## config.mk

```make
export PLATFORM = sky130hd
export DESIGN_NAME = ray_hit_collector_flat
export DESIGN_NICKNAME = d
export VERILOG_FILES = /design/src/rtl/ray_hit_collector_pkg.sv /design/src/rtl/ray_hit_collector_if.sv /design/src/rtl/ray_hit_collector_hit_min_tracker.sv /design/src/rtl/ray_hit_collector.sv /design/src/flat_wrapper.sv
export SDC_FILE = /design/constraint.sdc
export NUM_CORES = 1
export LEC_CHECK = 0
export CAP_MARGIN = 20
export CORE_AREA = 8 8 410 412
export CTS_CLUSTER_DIAMETER = 60
export DETAILED_ROUTE_END_ITERATION = 12
export DIE_AREA = 0 0 418 420
export RECOVER_POWER = 25
export SYNTH_ARGS = -nofsm -noshare
export SYNTH_HDL_FRONTEND = slang
export SYNTH_HIERARCHICAL = 1
export SYNTH_SLANG_ARGS = --single-unit
```

## constraint.sdc

```tcl
create_clock -name i_clk -period 9.84 [get_ports i_clk]
set_input_delay 1.968 -clock i_clk [delete_from_list [all_inputs] [get_ports i_clk]]
set_output_delay 1.968 -clock i_clk [all_outputs]
set_load 0.005 [all_outputs]
```

## src/rtl/ray_hit_collector_pkg.sv

```systemverilog
// Shared fixed-point geometry types and FSM encoding for the ray hit collector.
// Values are Q16.16 signed; T_MAX marks "no hit yet".
package rt_pkg;

  localparam int FRAC_BITS = 16;

  typedef logic signed [31:0] fixed_t;
  typedef fixed_t [0:2]       vec3_t;
  typedef vec3_t [0:2]        tri_t;
  typedef vec3_t [0:1]        ray_t;

  localparam fixed_t T_MAX = 32'sh7FFF_FFFF;

  typedef enum logic [1:0] {
    ST_IDLE,
    ST_FETCH,
    ST_DRAIN,
    ST_DONE
  } state_t;

endpackage

```

## src/rtl/ray_hit_collector_if.sv

```systemverilog
// Bundle of job control, triangle memory and intersection-unit signals around
// the ray hit collector; slave is the collector side, master the environment.
interface ray_hit_collector_if
  import rt_pkg::*;
#(
  parameter int IDX_W = 8
) ();

  logic             i_start;
  ray_t             i_ray;
  logic [IDX_W-1:0] i_num_tri;
  logic             o_busy;

  logic             o_tri_rd;
  logic [IDX_W-1:0] o_tri_addr;
  tri_t             i_tri;

  logic             o_isect_en;
  tri_t             o_isect_tri;
  ray_t             o_isect_ray;
  logic             i_isect_valid;
  logic             i_isect_result;
  fixed_t           i_isect_t;

  logic             o_done;
  logic             o_hit;
  logic [IDX_W-1:0] o_hit_idx;
  fixed_t           o_hit_t;

  modport slave (
    input  i_start, i_ray, i_num_tri, i_tri, i_isect_valid, i_isect_result, i_isect_t,
    output o_busy, o_tri_rd, o_tri_addr, o_isect_en, o_isect_tri, o_isect_ray,
           o_done, o_hit, o_hit_idx, o_hit_t
  );

  modport master (
    output i_start, i_ray, i_num_tri, i_tri, i_isect_valid, i_isect_result, i_isect_t,
    input  o_busy, o_tri_rd, o_tri_addr, o_isect_en, o_isect_tri, o_isect_ray,
           o_done, o_hit, o_hit_idx, o_hit_t
  );

endinterface

```

## src/rtl/ray_hit_collector_hit_min_tracker.sv

```systemverilog
// Keeps the closest hit seen so far; a strictly smaller signed t wins, so on a
// tie the earlier (lower) index is retained because responses arrive in order.
module hit_min_tracker
  import rt_pkg::*;
#(
  parameter int IDX_W = 8
) (
  input  logic             clk,
  input  logic             rst_n,
  input  logic             clear,
  input  logic             upd,
  input  logic [IDX_W-1:0] upd_idx,
  input  fixed_t           upd_t,
  output logic             hit,
  output logic [IDX_W-1:0] hit_idx,
  output fixed_t           hit_t
);

  logic take;

  always_comb begin
    take = upd && (!hit || (upd_t < hit_t));
  end

  always_ff @(posedge clk or negedge rst_n) begin
    if (!rst_n) begin
      hit     <= 1'b0;
      hit_idx <= '0;
      hit_t   <= T_MAX;
    end else if (clear) begin
      hit     <= 1'b0;
      hit_idx <= '0;
      hit_t   <= T_MAX;
    end else if (take) begin
      hit     <= 1'b1;
      hit_idx <= upd_idx;
      hit_t   <= upd_t;
    end
  end

endmodule

```

## src/rtl/ray_hit_collector.sv

```systemverilog
// Streams triangles from memory to an intersection unit and collects the closest hit.
// Define RAY_HIT_COLLECTOR_ANY_HIT_EN to stop at the first reported hit instead.
module ray_hit_collector
  import rt_pkg::*;
#(
  parameter int IDX_W           = 8,
  parameter int MAX_OUTSTANDING = 16
) (
  input  logic               i_clk,
  input  logic               i_rstn,
  ray_hit_collector_if.slave bus
);

  localparam int OUT_W = $clog2(MAX_OUTSTANDING + 1);
  localparam logic [IDX_W-1:0] IDX_ONE = 1;
  localparam logic [OUT_W-1:0] OUT_ONE = 1;
  localparam logic [OUT_W:0]   MAX_CNT = MAX_OUTSTANDING[OUT_W:0];

  state_t           state, state_nxt;
  ray_t             ray_q;
  logic [IDX_W-1:0] num_tri_q;
  logic [IDX_W-1:0] issued;
  logic [IDX_W-1:0] returned;
  logic [OUT_W-1:0] outstanding;
  logic             vld_p1;
  logic             done_q;

  logic start_ok, rsp_ok, take_rsp, room, rd, last_rd, stop_fetch, drain_done;

  logic             hit;
  logic [IDX_W-1:0] hit_idx;
  fixed_t           hit_t;

`ifdef RAY_HIT_COLLECTOR_ANY_HIT_EN
  logic found, first_hit;
`endif

  always_comb begin
    start_ok = (state == ST_IDLE) && bus.i_start;
    rsp_ok   = bus.i_isect_valid && ((state == ST_FETCH) || (state == ST_DRAIN));
    // A read issued last cycle becomes a request this cycle, so it already occupies a slot
    room     = ({1'b0, outstanding} + {{OUT_W{1'b0}}, vld_p1}) < MAX_CNT;
`ifdef RAY_HIT_COLLECTOR_ANY_HIT_EN
    first_hit  = rsp_ok && bus.i_isect_result && !found;
    take_rsp   = first_hit;
    stop_fetch = found || first_hit;
    drain_done = found ? ((outstanding == '0) && !vld_p1) : (returned == num_tri_q);
`else
    take_rsp   = rsp_ok && bus.i_isect_result;
    stop_fetch = 1'b0;
    drain_done = (returned == num_tri_q);
`endif
    rd      = (state == ST_FETCH) && (issued < num_tri_q) && room && !stop_fetch;
    last_rd = rd && (issued == (num_tri_q - IDX_ONE));
  end

  always_comb begin
    state_nxt = state;
    case (state)
      ST_IDLE:  if (start_ok) state_nxt = (bus.i_num_tri == '0) ? ST_DONE : ST_FETCH;
      ST_FETCH: if (last_rd || stop_fetch) state_nxt = ST_DRAIN;
      ST_DRAIN: if (drain_done) state_nxt = ST_DONE;
      ST_DONE:  state_nxt = ST_IDLE;
      default:  state_nxt = ST_IDLE;
    endcase
  end

  // Stage p0 -> p1: read strobe becomes the intersection request one cycle later
  always_ff @(posedge i_clk or negedge i_rstn) begin
    if (!i_rstn) begin
      state       <= ST_IDLE;
      num_tri_q   <= '0;
      issued      <= '0;
      returned    <= '0;
      outstanding <= '0;
      vld_p1      <= 1'b0;
      done_q      <= 1'b0;
    end else begin
      state  <= state_nxt;
      vld_p1 <= rd;
      done_q <= (state == ST_DONE);
      if (start_ok) begin
        num_tri_q <= bus.i_num_tri;
        issued    <= '0;
        returned  <= '0;
      end else begin
        if (rd)     issued   <= issued + IDX_ONE;
        if (rsp_ok) returned <= returned + IDX_ONE;
      end
      case ({vld_p1, rsp_ok})
        2'b10:   outstanding <= outstanding + OUT_ONE;
        2'b01:   outstanding <= outstanding - OUT_ONE;
        default: outstanding <= outstanding;
      endcase
    end
  end

`ifdef RAY_HIT_COLLECTOR_ANY_HIT_EN
  always_ff @(posedge i_clk or negedge i_rstn) begin
    if (!i_rstn)        found <= 1'b0;
    else if (start_ok)  found <= 1'b0;
    else if (first_hit) found <= 1'b1;
  end
`endif

  always_ff @(posedge i_clk) begin
    if (start_ok) ray_q <= bus.i_ray;
  end

  hit_min_tracker #(
    .IDX_W (IDX_W)
  ) u_tracker (
    .clk     (i_clk),
    .rst_n   (i_rstn),
    .clear   (start_ok),
    .upd     (take_rsp),
    .upd_idx (returned),
    .upd_t   (bus.i_isect_t),
    .hit     (hit),
    .hit_idx (hit_idx),
    .hit_t   (hit_t)
  );

  assign bus.o_busy      = (state != ST_IDLE);
  assign bus.o_tri_rd    = rd;
  assign bus.o_tri_addr  = issued;
  assign bus.o_isect_en  = vld_p1;
  assign bus.o_isect_tri = bus.i_tri;
  assign bus.o_isect_ray = ray_q;
  assign bus.o_done      = done_q;
  assign bus.o_hit       = hit;
  assign bus.o_hit_idx   = hit_idx;
  assign bus.o_hit_t     = hit_t;

endmodule

```

## src/flat_wrapper.sv

```systemverilog
// flat-port wrapper written by rule: the top's interface ports become plain ports
module ray_hit_collector_flat import rt_pkg::*;
#(
  parameter int IDX_W           = 8,
  parameter int MAX_OUTSTANDING = 16
)
  (i_clk, i_rstn, bus_i_start, bus_i_ray, bus_i_num_tri, bus_i_tri, bus_i_isect_valid, bus_i_isect_result, bus_i_isect_t, bus_o_busy, bus_o_tri_rd, bus_o_tri_addr, bus_o_isect_en, bus_o_isect_tri, bus_o_isect_ray, bus_o_done, bus_o_hit, bus_o_hit_idx, bus_o_hit_t);
  ray_hit_collector_if #(.IDX_W(IDX_W)) bus_i ();
  input  logic i_clk;
  input  logic i_rstn;
  input wire logic [$bits(bus_i.i_start)-1:0] bus_i_start;
  input wire logic [$bits(bus_i.i_ray)-1:0] bus_i_ray;
  input wire logic [$bits(bus_i.i_num_tri)-1:0] bus_i_num_tri;
  input wire logic [$bits(bus_i.i_tri)-1:0] bus_i_tri;
  input wire logic [$bits(bus_i.i_isect_valid)-1:0] bus_i_isect_valid;
  input wire logic [$bits(bus_i.i_isect_result)-1:0] bus_i_isect_result;
  input wire logic [$bits(bus_i.i_isect_t)-1:0] bus_i_isect_t;
  output wire logic [$bits(bus_i.o_busy)-1:0] bus_o_busy;
  output wire logic [$bits(bus_i.o_tri_rd)-1:0] bus_o_tri_rd;
  output wire logic [$bits(bus_i.o_tri_addr)-1:0] bus_o_tri_addr;
  output wire logic [$bits(bus_i.o_isect_en)-1:0] bus_o_isect_en;
  output wire logic [$bits(bus_i.o_isect_tri)-1:0] bus_o_isect_tri;
  output wire logic [$bits(bus_i.o_isect_ray)-1:0] bus_o_isect_ray;
  output wire logic [$bits(bus_i.o_done)-1:0] bus_o_done;
  output wire logic [$bits(bus_i.o_hit)-1:0] bus_o_hit;
  output wire logic [$bits(bus_i.o_hit_idx)-1:0] bus_o_hit_idx;
  output wire logic [$bits(bus_i.o_hit_t)-1:0] bus_o_hit_t;
  assign bus_i.i_start = bus_i_start;
  assign bus_i.i_ray = bus_i_ray;
  assign bus_i.i_num_tri = bus_i_num_tri;
  assign bus_i.i_tri = bus_i_tri;
  assign bus_i.i_isect_valid = bus_i_isect_valid;
  assign bus_i.i_isect_result = bus_i_isect_result;
  assign bus_i.i_isect_t = bus_i_isect_t;
  assign bus_o_busy = bus_i.o_busy;
  assign bus_o_tri_rd = bus_i.o_tri_rd;
  assign bus_o_tri_addr = bus_i.o_tri_addr;
  assign bus_o_isect_en = bus_i.o_isect_en;
  assign bus_o_isect_tri = bus_i.o_isect_tri;
  assign bus_o_isect_ray = bus_i.o_isect_ray;
  assign bus_o_done = bus_i.o_done;
  assign bus_o_hit = bus_i.o_hit;
  assign bus_o_hit_idx = bus_i.o_hit_idx;
  assign bus_o_hit_t = bus_i.o_hit_t;
  ray_hit_collector #(.IDX_W(IDX_W), .MAX_OUTSTANDING(MAX_OUTSTANDING)) u_core (.i_clk(i_clk), .i_rstn(i_rstn), .bus(bus_i));
endmodule
```

Word level (Yosys, flattened, before mapping)

Index checks and enable logic that the tools add are counted.

Reductions and logical operators: 18
Muxes and demuxes: 16
Equality and inequality tests: 10
$add $sub $neg: 6
$lt $le $gt $ge: 3

Operator list:

| operator            | number |
|---|---|
| $mux 32             | 2 |
| $mux 8              | 6 |
| $lt 32x32->1        | 1 |
| $add 8x1->8 const B | 2 |
| $eq 8x8->1          | 2 |
| $pmux 5 s2          | 1 |
| $reduce_bool 2->1   | 5 |
| $logic_not 8->1     | 1 |
| $lt 8x8->1          | 1 |
| $mux 2              | 4 |
| $pmux 2 s4          | 1 |
| $sub 8x1->8 const B | 1 |
| $logic_and 1x1->1   | 7 |
| $add 5x1->6         | 1 |
| $eq 2x2->1 const B  | 3 |
| $lt 6x5->1 const B  | 1 |
| $ne 2x1->1 const B  | 3 |
| $add 5x1->5 const B | 1 |
| $sub 5x1->5 const B | 1 |
| $eq 2x1->1 const B  | 2 |
| $reduce_and 3->1    | 1 |
| $logic_not 2->1     | 1 |
| $logic_or 1x1->1    | 2 |
| $mux 1              | 2 |
| $logic_not 1->1     | 1 |

Register bits: 266
Logic and storage cells: 69
Output and inout port bits: 533

Longest topological paths before layout

Depth after elaboration: 7
Mapped depth: 13
Depth with buffers taken out: 12

Hierarchy

The synthesis kept the hierarchy.

By module, submodules not included:

| module            | times used | sequential area each (µm²) | cells an instance | area each (µm²) |
|---|---|---|---|---|
| ray_hit_collector | 1          | 6,591.3                    | 708               | 10,087.2 |
| hit_min_tracker   | 1          | 1,064.8                    | 290               | 2,736.4 |

Least setup slack after synthesis

Ideal clock, no wire load.

Path kind: input -> register
From: input port bus_i_start
To: register u_core.u_tracker.hit_t[0]
Slack: 1.223 ns
Data arrival time: 8.542 ns
Stages on the path: 7
Library setup time: 0.075 ns
Path buffers: 3
Path through: inv_1 -> nor2_1 -> clkbuf_1 -> clkbuf_1 -> clkbuf_1 -> nor2_1 -> mux2i_1

Word-level cells in the longest chain between the ends: 2
Elaborated cells between the ends (all ways): 3
Classes of those cells: mux: 1; reduce/logical: 2

RTL lines:

| what                                                | line                                    | text |
|---|---|---|
| from (decl)                                         | flat_wrapper.sv:11                      | `input wire logic [$bits(bus_i.i_start)-1:0] bus_i_start;` |
| $logic_and 1x1->1 (*)                               | ray_hit_collector.sv:39                 | `start_ok = (state == ST_IDLE) && bus.i_start;` |
| net u_core.start_ok                                 | ray_hit_collector.sv:28                 | `logic start_ok, rsp_ok, take_rsp, room, rd, last_rd, stop_fetch, drain_done;` |
| $mux 32 / $reduce_bool 2->1 (equally long branches) | --                                      |  |
| to (signal assigned)                                | ray_hit_collector_hit_min_tracker.sv:37 | `hit_t <= upd_t;` |
| to (decl)                                           | ray_hit_collector_hit_min_tracker.sv:16 | `output fixed_t hit_t` |

The timed path passes the listed nets; every way through them passes the cells marked *.
A chain may end at the register's enable or synchronous reset.

Final worst setup path

From: register u_core.num_tri_q[5]
To: output port bus_o_tri_rd

Word-level cells in the longest chain between the ends: 3

RTL lines:

| what                           | line                    | text |
|---|---|---|
| from (decl)                    | ray_hit_collector.sv:21 | `logic [IDX_W-1:0] num_tri_q;` |
| from (signal assigned)         | ray_hit_collector.sv:83 | `num_tri_q <= bus.i_num_tri;` |
| $lt 8x8->1                     | ray_hit_collector.sv:53 | `rd = (state == ST_FETCH) && (issued < num_tri_q) && room && !stop_fetch;` |
| $logic_and 1x1->1 (2 in a row) | ray_hit_collector.sv:53 |  |
| to (decl)                      | flat_wrapper.sv:19      | `output wire logic [$bits(bus_i.o_tri_rd)-1:0] bus_o_tri_rd;` |

Every way passes these cells.

==> results.ini <==
[floorplan]
start_util=0.0793
ios=1058
dieHeight_um=420
rows=148
die_w_um=418
dieArea_um2=176000
coreArea_um2=162000

[timing]
finClkSkew_ns=0.0327
finalSetupViolations=0
period_minus_slack_ns=5.36
maxSlewViolCount=77
hold_viol=0
finalCritPeriodShare=0.545
relSlewSlack=-0.589
worstMarginPinSlew_ns=2.38
final.setup.tns_ns=0
rsz0062_at_grt=false
fmax_ghz=0.187

[setup_path]
crit_required_ns=7.87
crit_arrival_ns=3.39
crit_path_cell_trace=inv_1 > ha_1 > a211o_1 > o2111ai_1 > nand2_1 > inv_1 > clkdlybuf4s50_1
cp-end-kind=primary output
start_kind=flip-flop
critical_path_class=reg2out
cpMaxStageDelayCell=clkdlybuf4s50_1
worst-r2r-setup-slack_ns=6.43
crit_top_cell=inv_1
ff2ff_path_depth=9
rr_startpoint=u_core/u_tracker/hit_t[27]
crit_fanout=7
rr_endpoint=u_core/u_tracker/hit_idx[1]
critPathMaxStageDelay_ns=0.67

[run]
drv_cap=2

[yosys]
synth-edff-count=192
synthSimpleGateAreaFrac=0.0685
ys_ff_latch=266
yosysSeqAreaShare=0.597
synth-compound-area-share=0.0326
async_flop_share=0.278
yosysTopAreaCellShare=0.450
netlist_area_um2=12800
syn_inst=998
synth_xor_area_frac=0.0225
ys.warnings.count=6
synth_top_family_by_area=buffers and inverters
ys.flop_type=edfxtp_1
syn_avg_cell_area_um2=12.8
synth_cell_types=50
synthMuxAreaShare=0.0351
synthAdderAreaFrac=0.0513
synth_top_cell_by_area=edfxtp_1
synth.area.top_cells=edfxtp_1, buf_4, dfrtp_1
synth_fp_nets=1575

[cells_and_area]
num-nets-final=1794
fin_area_um2=19500
drive_above_1_share=0.0833
area_growth_syn_to_layout_pct=51.9
fin_cells=3429

[power_and_ir_drop]
p_leak_uw=0.00677
vdd_drop_max_v=0.000146
power_density_nw_per_um2=234

[cts]
cts-root-buf=clkbuf_16
insertion_delay_ns=0.60
clkSinkCount=266
clock_path_buffers=3
cts_buffers=40
h-tree-depth=2
cts_tree=yes
clk_pin_slew_ns=0.05
cts_resized=0
postCtsHoldBufs=0
cts_setup_buffers=0

[hold_path]
hold_end=u_core/outstanding[4]
holdCritStartpoint=u_core/outstanding[4]
hold_depth=1
min_path_type=reg2reg

[status]
violations=max-capacitance violations, max-slew violations
outcome=complete, but fails checks

[route]
detail_route.first_pass.iterations=5
dr.first_iter.drc_count=507
antenna_left=0
vias=8352
vias_per_cell=2.44
wire_per_inst_um=24.2
drc=0
wirelength_um=83100

[grt]
grt-ovfl-total=0
antenna_found_initial=39
grt_pass1_vias=8564
grt_max_degree=163
gr-usage-all-layers=0.0882
grt_pass1_wl_um=101000

[placement]
dpl.hpwl_um=71300
io_buffers=481
placed_cells=3350
globalplace.congestion=0.781
place_area_um2=18100

state kept, by name (all words and copies together) (netlist names):
register,flops
u_core/bus.o_done,1
u_core/bus.o_isect_en,1
u_core/bus.o_isect_ray,192
u_core/bus.o_tri_addr,8
u_core/num_tri_q,8
u_core/outstanding,5
u_core/returned,8
u_core/state,2
u_core/u_tracker/hit,1
u_core/u_tracker/hit_idx,8
u_core/u_tracker/hit_t,32
logic make-up after synthesis:
logic type	Yosys count
buf+inv	359
xor+xnor	33
simple gates	181
compound gates	62
fa+ha+maj	52
flops	266
mux	45
worst max path at each step:
stage | startpoint | endpoint | slack [ns] | cells after the start
finish | u_core/num_tri_q[5] | bus_o_tri_rd | 4.48 | 7
global route | i_rstn | u_core/u_tracker/hit_idx[3] | 3.95 | 2
CTS | u_core/bus.o_tri_addr[5] | bus_o_tri_rd | 4.61 | 6
detailed placement | bus_i_isect_t[27] | u_core/u_tracker/hit_t[17] | 4.54 | 9
global placement | bus_i_isect_t[2] | u_core/u_tracker/hit_idx[3] | 4.62 | 9
floorplan | bus_i_start | u_core/u_tracker/hit_t[0] | 1.22 | 7
routing by layer:
metal | GRT usage | vias up | wire length (um)
li1 | - | 3564 | -
met1 | 0.0802 | 3889 | 25600
met2 | 0.118 | 716 | 33300
met3 | 0.114 | 177 | 21600
met4 | 0.0207 | 6 | 2090
met5 | 0.0210 | - | 525
worst max-delay path, delay by kind of cell, from the launching register on:
family	cells	cell delay, ns
adder cells (fa/ha/maj)	1	0.29
buffers and inverters	3	0.97
AO/OA/AOI/OAI	2	0.79
AND/OR/NAND/NOR	1	0.32
flip-flops	1	0.46
Yosys cell counts (2+ instances only):
master    instances
a21o_1            4
a21oi_1          17
a31oi_1           3
and2_1            3
and3_1            4
buf_4           288
buf_8             4
clkbuf_1         16
dfrtp_1          43
dfstp_2          31
edfxtp_1        192
ha_1             51
inv_1            51
mux2i_1          45
nand2_1          24
nand2b_1         24
nand3_1           5
nand4_1          15
nor2_1           84
nor2b_1           2
nor3_1            6
nor4_1            3
o21ai_0          22
o21ai_1           3
or3_1             2
xnor2_1          18
xor2_1           15
report_power, final:
part | internal, uW | leakage [uW] | total, uW | switching, uW
clock | 877 | 0.000653 | 1460 | 588
sequential | 1540 | 0.00267 | 1720 | 178
combinational | 681 | 0.00345 | 1370 | 688
total | 3100 | 0.00677 | 4560 | 1450
final cells by class:
| class | count | area (um2) |
|---|---|---|
| Antenna cell | 5 | 12.5 |
| Clock buffer | 49 | 1090 |
| Clock inverter | 25 | 256 |
| Fill cell | 18199 | 142000 |
| Inverter | 51 | 191 |
| Multi-Input combinational cell | 373 | 2700 |
| Sequential cell | 266 | 7660 |
| Tap cell | 2175 | 2720 |
| Timing Repair Buffer | 485 | 4860 |
cell usage in the layout, fill, tap and decap left out, types with 3 or more instances in the layout:
cell and n:
clkdlybuf4s50_1 288, dlygate4sd3_1 192, edfxtp_1 192, nor2_1 83, inv_1 51, ha_1 51, mux2i_1 45, dfrtp_1 43
clkbuf_16 41, dfstp_2 31, nand2b_1 24, nand2_1 24, o21ai_0 22, xnor2_1 18, a21oi_1 17, nand4_1 15
xor2_1 15, clkbuf_1 7, nor3_1 6, diode_2 5, inv_6 5, clkinv_1 5, nand3_1 5, clkinv_4 4
and3_1 4, a21o_1 4, clkbuf_8 3, bufinv_16 3, clkinv_2 3, and2_1 3, nor4_1 3, a31oi_1 3
o21ai_1 3
through the flow:
step / hold slack, ns / power, uW / worst slack, ns / utilization
floorplan: 0.443 / 2470 / 1.22 / -
global placement: 0.462 / 3140 / 4.62 / 0.112
detailed placement: 0.492 / 3160 / 4.54 / 0.112
CTS: 0.500 / 4680 / 4.61 / 0.120
global route: 0.527 / 4820 / 3.95 / 0.120
finish: 0.488 / 4560 / 4.48 / 0.120
Note: power is estimated with default switching activity, not from simulation.
